<file path="src/rtl/fft_stage_sequencer_if.sv">
// Control bundle between the FFT stage sequencer, the sample memory read port and the butterfly datapath.
// The master modport is the sequencer side; the slave modport is the memory/datapath side.
interface fft_stage_sequencer_if #(
  parameter int LOG2N = 10
);
  logic                 i_start;
  logic                 i_stall;
  logic                 o_rd_en;
  logic [LOG2N-3:0]     o_rd_addr1;
  logic [LOG2N-3:0]     o_rd_addr2;
  logic                 o_valid;
  logic [LOG2N-3:0]     o_addr1;
  logic [LOG2N-3:0]     o_addr2;
  logic [LOG2N-1:0]     o_stride;
  logic [LOG2N-2:0]     o_twiddle_offset1;
  logic [LOG2N-2:0]     o_twiddle_offset2;
  logic [LOG2N-2:0]     o_twiddle_offset3;
  logic [LOG2N-2:0]     o_twiddle_offset4;
  logic                 o_busy;
  logic                 o_done;

  modport master (
    input  i_start, i_stall,
    output o_rd_en, o_rd_addr1, o_rd_addr2,
    output o_valid, o_addr1, o_addr2, o_stride,
    output o_twiddle_offset1, o_twiddle_offset2, o_twiddle_offset3, o_twiddle_offset4,
    output o_busy, o_done
  );

  modport slave (
    output i_start, i_stall,
    input  o_rd_en, o_rd_addr1, o_rd_addr2,
    input  o_valid, o_addr1, o_addr2, o_stride,
    input  o_twiddle_offset1, o_twiddle_offset2, o_twiddle_offset3, o_twiddle_offset4,
    input  o_busy, o_done
  );
endinterface

</file>
<file path="src/rtl/fft_stage_sequencer.sv">
// Walks all radix-2 stages of an in-place FFT: one row-pair read per cycle, metadata delayed MEM_RD_LAT to meet read data.
// i_stall holds issue (k/stage/state frozen) while the metadata pipe keeps advancing with bubbles; DRAIN_CYCLES gap between stages.
module fft_stage_sequencer #(
  parameter int LOG2N        = 10,
  parameter int MEM_RD_LAT   = 1,
  parameter int DRAIN_CYCLES = 8
) (
  input  logic                 clk,
  input  logic                 rst_n,
  fft_stage_sequencer_if.master bus
);
  localparam int RW = LOG2N - 2;
  localparam int KW = LOG2N - 3;
  localparam int TW = LOG2N - 1;
  localparam int SW = $clog2(LOG2N);
  localparam int CW = (DRAIN_CYCLES > 1) ? $clog2(DRAIN_CYCLES) : 1;

  typedef enum logic [1:0] {IDLE, ISSUE, DRAIN, DONE} state_t;

  typedef struct packed {
    logic                 vld;
    logic [RW-1:0]        addr1;
    logic [RW-1:0]        addr2;
    logic [LOG2N-1:0]     stride;
    logic [3:0][TW-1:0]   tw;
  } meta_t;

  state_t           state, state_nxt;
  logic [SW-1:0]    stage;
  logic [KW-1:0]    k;
  logic [CW-1:0]    drain_cnt;
  logic             rd_en;
  logic             last_stage;
  logic             drain_end;
  logic [SW-1:0]    b;
  logic [SW-1:0]    shamt;
  logic [RW-1:0]    lo_mask;
  logic [RW-1:0]    row1, row2;
  logic [LOG2N-1:0] stride;
  logic [LOG2N-1:0] p [4];
  meta_t            meta_in;
  meta_t            pipe [MEM_RD_LAT];
  meta_t            pipe_out;

  assign last_stage = (stage == SW'(LOG2N - 1));
  assign drain_end  = (drain_cnt == CW'(DRAIN_CYCLES - 1));

  always_ff @(posedge clk or negedge rst_n) begin
    if (!rst_n) state <= IDLE;
    else        state <= state_nxt;
  end

  always_comb begin
    state_nxt = state;
    case (state)
      IDLE:  if (bus.i_start) state_nxt = ISSUE;
      ISSUE: if (!bus.i_stall && (k == '1)) state_nxt = DRAIN;
      DRAIN: if (drain_end) state_nxt = last_stage ? DONE : ISSUE;
      DONE:  state_nxt = IDLE;
      default: state_nxt = IDLE;
    endcase
  end

  always_comb begin
    rd_en          = (state == ISSUE) && !bus.i_stall;
    bus.o_rd_en    = rd_en;
    bus.o_rd_addr1 = (state == ISSUE) ? row1 : '0;
    bus.o_rd_addr2 = (state == ISSUE) ? row2 : '0;
    bus.o_busy     = (state != IDLE);
    bus.o_done     = (state == DONE);
  end

  always_ff @(posedge clk or negedge rst_n) begin
    if (!rst_n) begin
      stage     <= '0;
      k         <= '0;
      drain_cnt <= '0;
    end else begin
      if (state == IDLE && bus.i_start) begin
        stage     <= '0;
        k         <= '0;
        drain_cnt <= '0;
      end
      if (rd_en) k <= k + KW'(1);
      if (state == DRAIN) begin
        if (drain_end) begin
          drain_cnt <= '0;
          if (!last_stage) stage <= stage + SW'(1);
        end else begin
          drain_cnt <= drain_cnt + CW'(1);
        end
      end
      if (state == DONE) stage <= '0;
    end
  end

  // Rows of a pair differ only in bit b: open a zero at b in k, the partner sets it.
  always_comb begin
    b       = (stage < SW'(2)) ? '0 : stage - SW'(2);
    lo_mask = (RW'(1) << b) - RW'(1);
    row1    = ((RW'(k) & ~lo_mask) << 1) | (RW'(k) & lo_mask);
    row2    = row1 | (RW'(1) << b);
    stride  = LOG2N'(1) << stage;
    shamt   = SW'(LOG2N - 1) - stage;
    for (int j = 0; j < 4; j++) begin
      if (stage >= SW'(2))
        p[j] = {row1, 2'(j)};
      else if (stage == SW'(1))
        p[j] = {(j < 2) ? row1 : row2, 1'b0, 1'(j % 2)};
      else
        p[j] = {(j < 2) ? row1 : row2, 1'(j % 2), 1'b0};
    end
    meta_in = '0;
    if (rd_en) begin
      meta_in.vld    = 1'b1;
      meta_in.addr1  = row1;
      meta_in.addr2  = row2;
      meta_in.stride = stride;
      for (int j = 0; j < 4; j++)
        meta_in.tw[j] = TW'((p[j] & (stride - LOG2N'(1))) << shamt);
    end
  end

  always_ff @(posedge clk or negedge rst_n) begin
    if (!rst_n) begin
      for (int i = 0; i < MEM_RD_LAT; i++) pipe[i] <= '0;
    end else begin
      pipe[0] <= meta_in;
      for (int i = 1; i < MEM_RD_LAT; i++) pipe[i] <= pipe[i-1];
    end
  end

  assign pipe_out              = pipe[MEM_RD_LAT-1];
  assign bus.o_valid           = pipe_out.vld;
  assign bus.o_addr1           = pipe_out.addr1;
  assign bus.o_addr2           = pipe_out.addr2;
  assign bus.o_stride          = pipe_out.stride;
  assign bus.o_twiddle_offset1 = pipe_out.tw[0];
  assign bus.o_twiddle_offset2 = pipe_out.tw[1];
  assign bus.o_twiddle_offset3 = pipe_out.tw[2];
  assign bus.o_twiddle_offset4 = pipe_out.tw[3];
endmodule

</file>
<file path="src/flat_wrapper.sv">
// flat-port wrapper written by rule: the top's interface ports become plain ports
module fft_stage_sequencer_flat 
#(
  parameter int LOG2N        = 10,
  parameter int MEM_RD_LAT   = 1,
  parameter int DRAIN_CYCLES = 8
)
  (clk, rst_n, bus_i_start, bus_i_stall, bus_o_rd_en, bus_o_rd_addr1, bus_o_rd_addr2, bus_o_valid, bus_o_addr1, bus_o_addr2, bus_o_stride, bus_o_twiddle_offset1, bus_o_twiddle_offset2, bus_o_twiddle_offset3, bus_o_twiddle_offset4, bus_o_busy, bus_o_done);
  fft_stage_sequencer_if #(.LOG2N(LOG2N)) bus_i ();
  input  logic clk;
  input  logic rst_n;
  input wire logic [$bits(bus_i.i_start)-1:0] bus_i_start;
  input wire logic [$bits(bus_i.i_stall)-1:0] bus_i_stall;
  output wire logic [$bits(bus_i.o_rd_en)-1:0] bus_o_rd_en;
  output wire logic [$bits(bus_i.o_rd_addr1)-1:0] bus_o_rd_addr1;
  output wire logic [$bits(bus_i.o_rd_addr2)-1:0] bus_o_rd_addr2;
  output wire logic [$bits(bus_i.o_valid)-1:0] bus_o_valid;
  output wire logic [$bits(bus_i.o_addr1)-1:0] bus_o_addr1;
  output wire logic [$bits(bus_i.o_addr2)-1:0] bus_o_addr2;
  output wire logic [$bits(bus_i.o_stride)-1:0] bus_o_stride;
  output wire logic [$bits(bus_i.o_twiddle_offset1)-1:0] bus_o_twiddle_offset1;
  output wire logic [$bits(bus_i.o_twiddle_offset2)-1:0] bus_o_twiddle_offset2;
  output wire logic [$bits(bus_i.o_twiddle_offset3)-1:0] bus_o_twiddle_offset3;
  output wire logic [$bits(bus_i.o_twiddle_offset4)-1:0] bus_o_twiddle_offset4;
  output wire logic [$bits(bus_i.o_busy)-1:0] bus_o_busy;
  output wire logic [$bits(bus_i.o_done)-1:0] bus_o_done;
  assign bus_i.i_start = bus_i_start;
  assign bus_i.i_stall = bus_i_stall;
  assign bus_o_rd_en = bus_i.o_rd_en;
  assign bus_o_rd_addr1 = bus_i.o_rd_addr1;
  assign bus_o_rd_addr2 = bus_i.o_rd_addr2;
  assign bus_o_valid = bus_i.o_valid;
  assign bus_o_addr1 = bus_i.o_addr1;
  assign bus_o_addr2 = bus_i.o_addr2;
  assign bus_o_stride = bus_i.o_stride;
  assign bus_o_twiddle_offset1 = bus_i.o_twiddle_offset1;
  assign bus_o_twiddle_offset2 = bus_i.o_twiddle_offset2;
  assign bus_o_twiddle_offset3 = bus_i.o_twiddle_offset3;
  assign bus_o_twiddle_offset4 = bus_i.o_twiddle_offset4;
  assign bus_o_busy = bus_i.o_busy;
  assign bus_o_done = bus_i.o_done;
  fft_stage_sequencer #(.LOG2N(LOG2N), .MEM_RD_LAT(MEM_RD_LAT), .DRAIN_CYCLES(DRAIN_CYCLES)) u_core (.clk(clk), .rst_n(rst_n), .bus(bus_i));
endmodule
</file>
<file path="config.mk">
export PLATFORM = sky130hd
export DESIGN_NAME = fft_stage_sequencer_flat
export DESIGN_NICKNAME = d
export VERILOG_FILES = /design/src/rtl/fft_stage_sequencer_if.sv /design/src/rtl/fft_stage_sequencer.sv /design/src/flat_wrapper.sv
export SDC_FILE = /design/constraint.sdc
export NUM_CORES = 1
export LEC_CHECK = 0
export ABC_AREA = 1
export BUFFER_PORTS_ARGS = -buffer_cell sky130_fd_sc_hd__buf_2
export CORE_ASPECT_RATIO = 0.7
export CORE_UTILIZATION = 54
export CTS_BUF_LIST = sky130_fd_sc_hd__clkbuf_8 sky130_fd_sc_hd__clkbuf_16
export DETAILED_ROUTE_END_ITERATION = 7
export PLACE_DENSITY = 0.8
export SETUP_SLACK_MARGIN = 0.05
export SYNTH_ARGS = -nofsm -noshare
export SYNTH_HDL_FRONTEND = slang
export SYNTH_SLANG_ARGS = --single-unit
</file>
<file path="constraint.sdc">
create_clock -name clk -period 4.2 [get_ports clk]
set_input_delay 0 -clock clk [delete_from_list [all_inputs] [get_ports clk]]
set_output_delay 0 -clock clk [all_outputs]
set_load 0.005 [all_outputs]
</file>
## After elaboration in Yosys (flattened, before gate mapping)

Index checks and enable logic that the tools add are counted.
W data, S select, Z words.

| operators by class | value |
|---|---|
| shift-type cells | 6 |
| reduce and logical (&&, ||, !) cells | 9 |
| bitwise operators | 9 |
| $add $sub $neg | 7 |
| $lt $le $gt $ge | 2 |
| equality and inequality tests | 10 |
| mux-type cells | 24 |

Operators with widths:

| cell | count |
|---|---|
| $mux W63 | 1 |
| $and A10 B10 Y10 | 4 |
| $shl A10 B4 Y9 | 4 |
| $mux W4 | 6 |
| $mux W10 | 2 |
| $mux W8 | 2 |
| $or A8 B8 Y8 | 2 |
| $mux W2 | 7 |
| $mux W7 | 2 |
| $shl A1 B4 Y10 const A | 1 |
| $sub A10 B1 Y10 const B | 1 |
| $mux W3 | 3 |
| $and A7 B8 Y8 | 1 |
| $pmux W2 S4 | 1 |
| $shl A1 B4 Y8 const A | 1 |
| $sub A8 B2 Y8 const B | 1 |
| $add A7 B1 Y7 const B | 1 |
| $and A7 B7 Y7 | 1 |
| $eq A7 B7 Y1 const B | 1 |
| $not A7 Y7 | 1 |
| $reduce_bool A2 Y1 | 3 |
| $add A4 B1 Y4 const B | 1 |
| $eq A2 B2 Y1 const B | 2 |
| $eq A4 B1 Y1 const B | 1 |
| other kinds (14) | 17 |

| storage, ports and cells | value |
|---|---|
| register bits after elaboration | 79 |
| input bits | 4 |
| logic and storage cells | 79 |

## Longest topological paths before layout

| logic depth | value |
|---|---|
| depth in word-level cells | 12 |
| mapped depth | 22 |
| mapped depth without buffers | 20 |

## Least setup slack after synthesis

No wires, ideal clock.

| timing | value |
|---|---|
| kind | register to register |
| from | register u_core.stage[1] |
| to | register u_core.pipe (netlist bit u_core.bus.o_twiddle_offset3[8]) |
| data arrival time | 2.790 ns |
| stages on the path, launching flop included | 20 |
| clock period less this slack | 2.909 ns |
| setup time | 0.120 ns |
| path slack | 1.291 ns |
| cells stage by stage | dfrtp_1 inv_2 buf_2 clkbuf_1 ha_1 inv_1 nand2_1 nand3_2 nand2_2 nand3_2 ha_1 inv_1 nor2_2 nor2_2 o21ai_2 nand3_1 nand3_1 nand2_1 nand2_1 and3_1 |

RTL lines:

| item | RTL line | text |
|---|---|---|
| from (decl) | fft_stage_sequencer.sv:29 | `logic [SW-1:0] stage;` |
| from (signal assigned) | fft_stage_sequencer.sv:88 | `if (!last_stage) stage <= stage + SW'(1);` |
| to (decl) | fft_stage_sequencer.sv:42 | `meta_t pipe [MEM_RD_LAT];` |

==> insert_results.sql <==
INSERT INTO impl_metrics (metric_group, metric, value, unit) VALUES
('outcome', 'status', 'finished clean', ''),
('pwr', 'power_density', '403', 'nW/um^2'),
('synthesis', 'netlist_top_cells_area', 'sky130_fd_sc_hd__dfrtp_1 (49%), sky130_fd_sc_hd__nand2_1 (10%), sky130_fd_sc_hd__nor2_1 (7.0%)', ''),
('worst_setup_path', 'critPathMaxFanout', '22', ''),
('worst_setup_path', 'critical_path.reg2reg.endpoint', 'u_core.bus.o_twiddle_offset3[5]$_DFF_PN0_', ''),
('sta', 'period_minus_ws_final', '2.99', 'ns'),
('floorplan', 'boundaryPins', '86', ''),
('synthesis', 'synth.top_cell.area_share', '48.6', '%'),
('detailed_routing', 'routed-wl-met2', '4030', 'um'),
('min_path', 'holdCritPathClass', 'in -> reg', ''),
('worst_setup_path', 'worst-r2r-cell-count', '19', ''),
('grt', 'antenna_found_initial', '1', ''),
('floorplan', 'die-height', '72.8', 'um'),
('sta', 'fin_tns_setup', '0', 'ns'),
('worst_setup_path', 'worstReg2RegStart', 'u_core.stage[1]$_DFF_PN0_', ''),
('detailed_routing', 'final_wirelength', '9730', 'um'),
('floorplan', 'rows', '25', ''),
('floorplan', 'dieArea', '7500', 'um^2'),
('sta', 'skew', '0.00746', 'ns'),
('min_path', 'holdPathEnd', 'u_core.state[0]$_DFFE_PN0P_', ''),
('placement', 'place_hpwl', '7360', 'um'),
('clock_network', 'cts_tree', 'built', ''),
('grt', 'overflow', '0', ''),
('sta', 'timing_worst_slew_pin_value', '0.693', 'ns'),
('finish', 'fillers', '610', ''),
('min_path', 'worstHoldStart', 'bus_i_stall', ''),
('pwr', 'report.power.total', '1840', 'uW'),
('detailed_routing', 'routed_via_density', '5.23', ''),
('floorplan', 'fp.coreArea', '6820', 'um^2'),
('detailed_routing', 'dr_total_vias', '3463', ''),
('synthesis', 'count_of_mapped_cells_out_of_synthesis', '478', ''),
('clock_network', 'ctsHtreeMaxLevel', '3', ''),
('finish', 'final_cell_mix', 'sky130_fd_sc_hd__nand2_1 (106), sky130_fd_sc_hd__buf_2 (82), sky130_fd_sc_hd__dfrtp_1 (75)', ''),
('worst_setup_path', 'arrival', '3.27', 'ns'),
('sta', 'final-max-slew-violation-count', '0', ''),
('sta', 'achievable-frequency', '334', 'MHz'),
('min_path', 'worst_hold_path.num_cells', '3', ''),
('detailed_routing', 'drtIter0Drc', '269', ''),
('worst_setup_path', 'startpoint_type', 'register', ''),
('detailed_routing', 'routed.top_layer', 'met4', ''),
('finish', 'net_total_in_the_final_layout', '580', ''),
('synthesis', 'yosys_warnings', '0', ''),
('detailed_routing', 'route.met3.wl', '816', 'um'),
('sta', 'report.final.hold_viol_count', '0', ''),
('clock_network', 'clk_pin_slew', '0.08', 'ns'),
('synthesis', 'synth.largest_area_cell', 'sky130_fd_sc_hd__dfrtp_1', ''),
('worst_setup_path', 'cp.required', '4.47', 'ns'),
('worst_setup_path', 'worst-setup-path-type', 'reg -> reg', ''),
('detailed_routing', 'drt_pre_antenna_iters', '5', ''),
('placement', 'io_buffers', '82', ''),
('synthesis', 'synthDistinctLibCells', '38', ''),
('pwr', 'leakage_power_total', '0.00261', 'uW'),
('detailed_routing', 'drc', '0', ''),
('flow_run', 'max-cap-violations', '0', ''),
('worst_setup_path', 'critical_path.endpoint_type', 'register', ''),
('grt', 'maximum_number_of_pins_on_one_net_before_global_route_repair', '45', ''),
('synthesis', 'syn_avg_cell_area', '8.08', 'um^2'),
('floorplan', 'initial_utilization', '56.7', '%'),
('placement', 'place_congestion', '0.970', ''),
('floorplan', 'die_w', '103', 'um'),
('clock_network', 'cts.sink_count', '75', ''),
('clock_network', 'worstSkewPairLatency', '0.35', 'ns'),
('grt', 'grt_pass1_wl', '15800', 'um'),
('pwr', 'peakVddDrop', '0.000304', 'V'),
('finish', 'layout-area-overhead-vs-synth', '17.9', '%'),
('clock_network', 'tritoncts.num_buffers', '9', ''),
('detailed_routing', 'ant_nets', '0', ''),
('detailed_routing', 'drt-wirelength-per-cell', '14.7', 'um'),
('sta', 'slew_headroom', '53.8', '%'),
('clock_network', 'number_of_gates_resized_after_cts', '0', ''),
('sta', 'setup_viol', '0', '');
[routing by layer]
layer | up-vias | global-route usage [%]
met4 | 0 | 7.98
met1 | 1601 | 42.1
li1 | 1666 | -
met2 | 179 | 40.1
met3 | 17 | 7.57
met5 | - | 0
[synthesized netlist by cell type, drive strengths merged]
library cell,number
nand2,113
nor2,79
dfrtp,75
inv,63
nand3,32
o21ai,31
a21oi,27
ha,14
buf,13
clkbuf,5
xor2,4
nand4,3
xnor2,3
and3,2
o211ai,2
o22ai,2
a21boi,1
a22o,1
a311oi,1
a32o,1
conb,1
nor3,1
nor4,1
o31ai,1
o32ai,1
or2,1
[flip-flops by register name, summed over array words and instances (netlist names)]
name and flops:
u_core.bus.o_addr1 8, u_core.bus.o_addr2 8, u_core.bus.o_stride 10, u_core.bus.o_twiddle_offset1 7, u_core.bus.o_twiddle_offset2 9, u_core.bus.o_twiddle_offset3 8
u_core.bus.o_twiddle_offset4 8, u_core.bus.o_valid 1, u_core.drain_cnt 3, u_core.k 7, u_core.stage 4, u_core.state 2
[worst max path at each step]
stage / from / to / slack [ns]
floorplan: u_core.stage[1]$_DFF_PN0_ / u_core.bus.o_twiddle_offset3[8]$_DFF_PN0_ / 1.29
global placement: u_core.stage[1]$_DFF_PN0_ / u_core.bus.o_twiddle_offset2[6]$_DFF_PN0_ / 1.32
detailed placement: u_core.stage[1]$_DFF_PN0_ / u_core.bus.o_twiddle_offset3[5]$_DFF_PN0_ / 1.29
CTS: u_core.stage[1]$_DFF_PN0_ / bus_o_rd_addr2[4] / 1.22
global route: u_core.stage[1]$_DFF_PN0_ / u_core.bus.o_twiddle_offset3[5]$_DFF_PN0_ / 0.89
finish: u_core.stage[1]$_DFF_PN0_ / u_core.bus.o_twiddle_offset3[5]$_DFF_PN0_ / 1.21
[kinds of logic (layout without fill, tap and decap cells)]
group | Yosys count | in the layout | share of synthesized area [%]
other | 1 | 4 | 0.0971
xor gates and xnor gates | 7 | 7 | 1.59
adders and majority gates | 14 | 14 | 4.53
AOI/OAI and AO/OA | 68 | 68 | 10.6
and+or+nand+nor | 232 | 232 | 26.0
DFF | 75 | 75 | 48.6
buffers and inverters | 81 | 168 | 8.58
[through the flow]
step / worst slack [ns] / hold slack [ns] / area (um^2) / util [%]
CTS: 1.22 / 0.0159 / 4550 / 66.8
detailed placement: 1.29 / 0.0824 / 4350 / 63.8
floorplan: 1.29 / -0.296 / 3870 / -
global route: 0.893 / 0.0210 / 4550 / 66.8
finish: 1.21 / 0.00924 / 4560 / 66.8
global placement: 1.32 / 0.0751 / 4350 / 63.8
[critical path, cell delays in order (launching register included)]
cell and delay, ns:
sky130_fd_sc_hd__dfrtp_1 0.40, sky130_fd_sc_hd__inv_2 0.32, sky130_fd_sc_hd__ha_1 0.27, sky130_fd_sc_hd__inv_1 0.07, sky130_fd_sc_hd__nand2_1 0.11, sky130_fd_sc_hd__nand3_2 0.12
sky130_fd_sc_hd__nand2_2 0.13, sky130_fd_sc_hd__nand3_2 0.12, sky130_fd_sc_hd__ha_1 0.24, sky130_fd_sc_hd__inv_1 0.07, sky130_fd_sc_hd__nor2_2 0.06, sky130_fd_sc_hd__nor2_2 0.15
sky130_fd_sc_hd__nand2_1 0.08, sky130_fd_sc_hd__o21ai_2 0.10, sky130_fd_sc_hd__nand3_1 0.15, sky130_fd_sc_hd__nand3_1 0.14, sky130_fd_sc_hd__nand2_1 0.06, sky130_fd_sc_hd__nand2_1 0.06
sky130_fd_sc_hd__nand2_1 0.08, sky130_fd_sc_hd__a21oi_1 0.17
[final cells by class]
| class | count | area [um^2] | area share, % |
|---|---|---|---|
| Timing Repair Buffer | 89 | 465 | 10.2 |
| Clock inverter | 7 | 70.1 | 1.54 |
| Multi-Input combinational cell | 324 | 1660 | 36.5 |
| Tap cell | 94 | 118 | 2.58 |
| Clock buffer | 9 | 124 | 2.72 |
| Antenna cell | 1 | 2.50 | 0.0549 |
| Inverter | 63 | 236 | 5.19 |
| Sequential cell | 75 | 1880 | 41.2 |
[power by group]
part / internal, uW / switching [uW] / leakage, uW
Clock: 272 / 275 / 0.0000926
Sequential: 782 / 46.2 / 0.00104
Combinational: 143 / 317 / 0.00148
Total: 1200 / 638 / 0.00261
[repair_timing]
item / 4_1_cts / 5_1_grt
hold endpoints to repair: 31 / 0
endpoints found under the setup margin: 0 / 0
hold buffers: 1 / 0
buffers inserted: 0 / 0
Power figures use the tool's default switching activity.
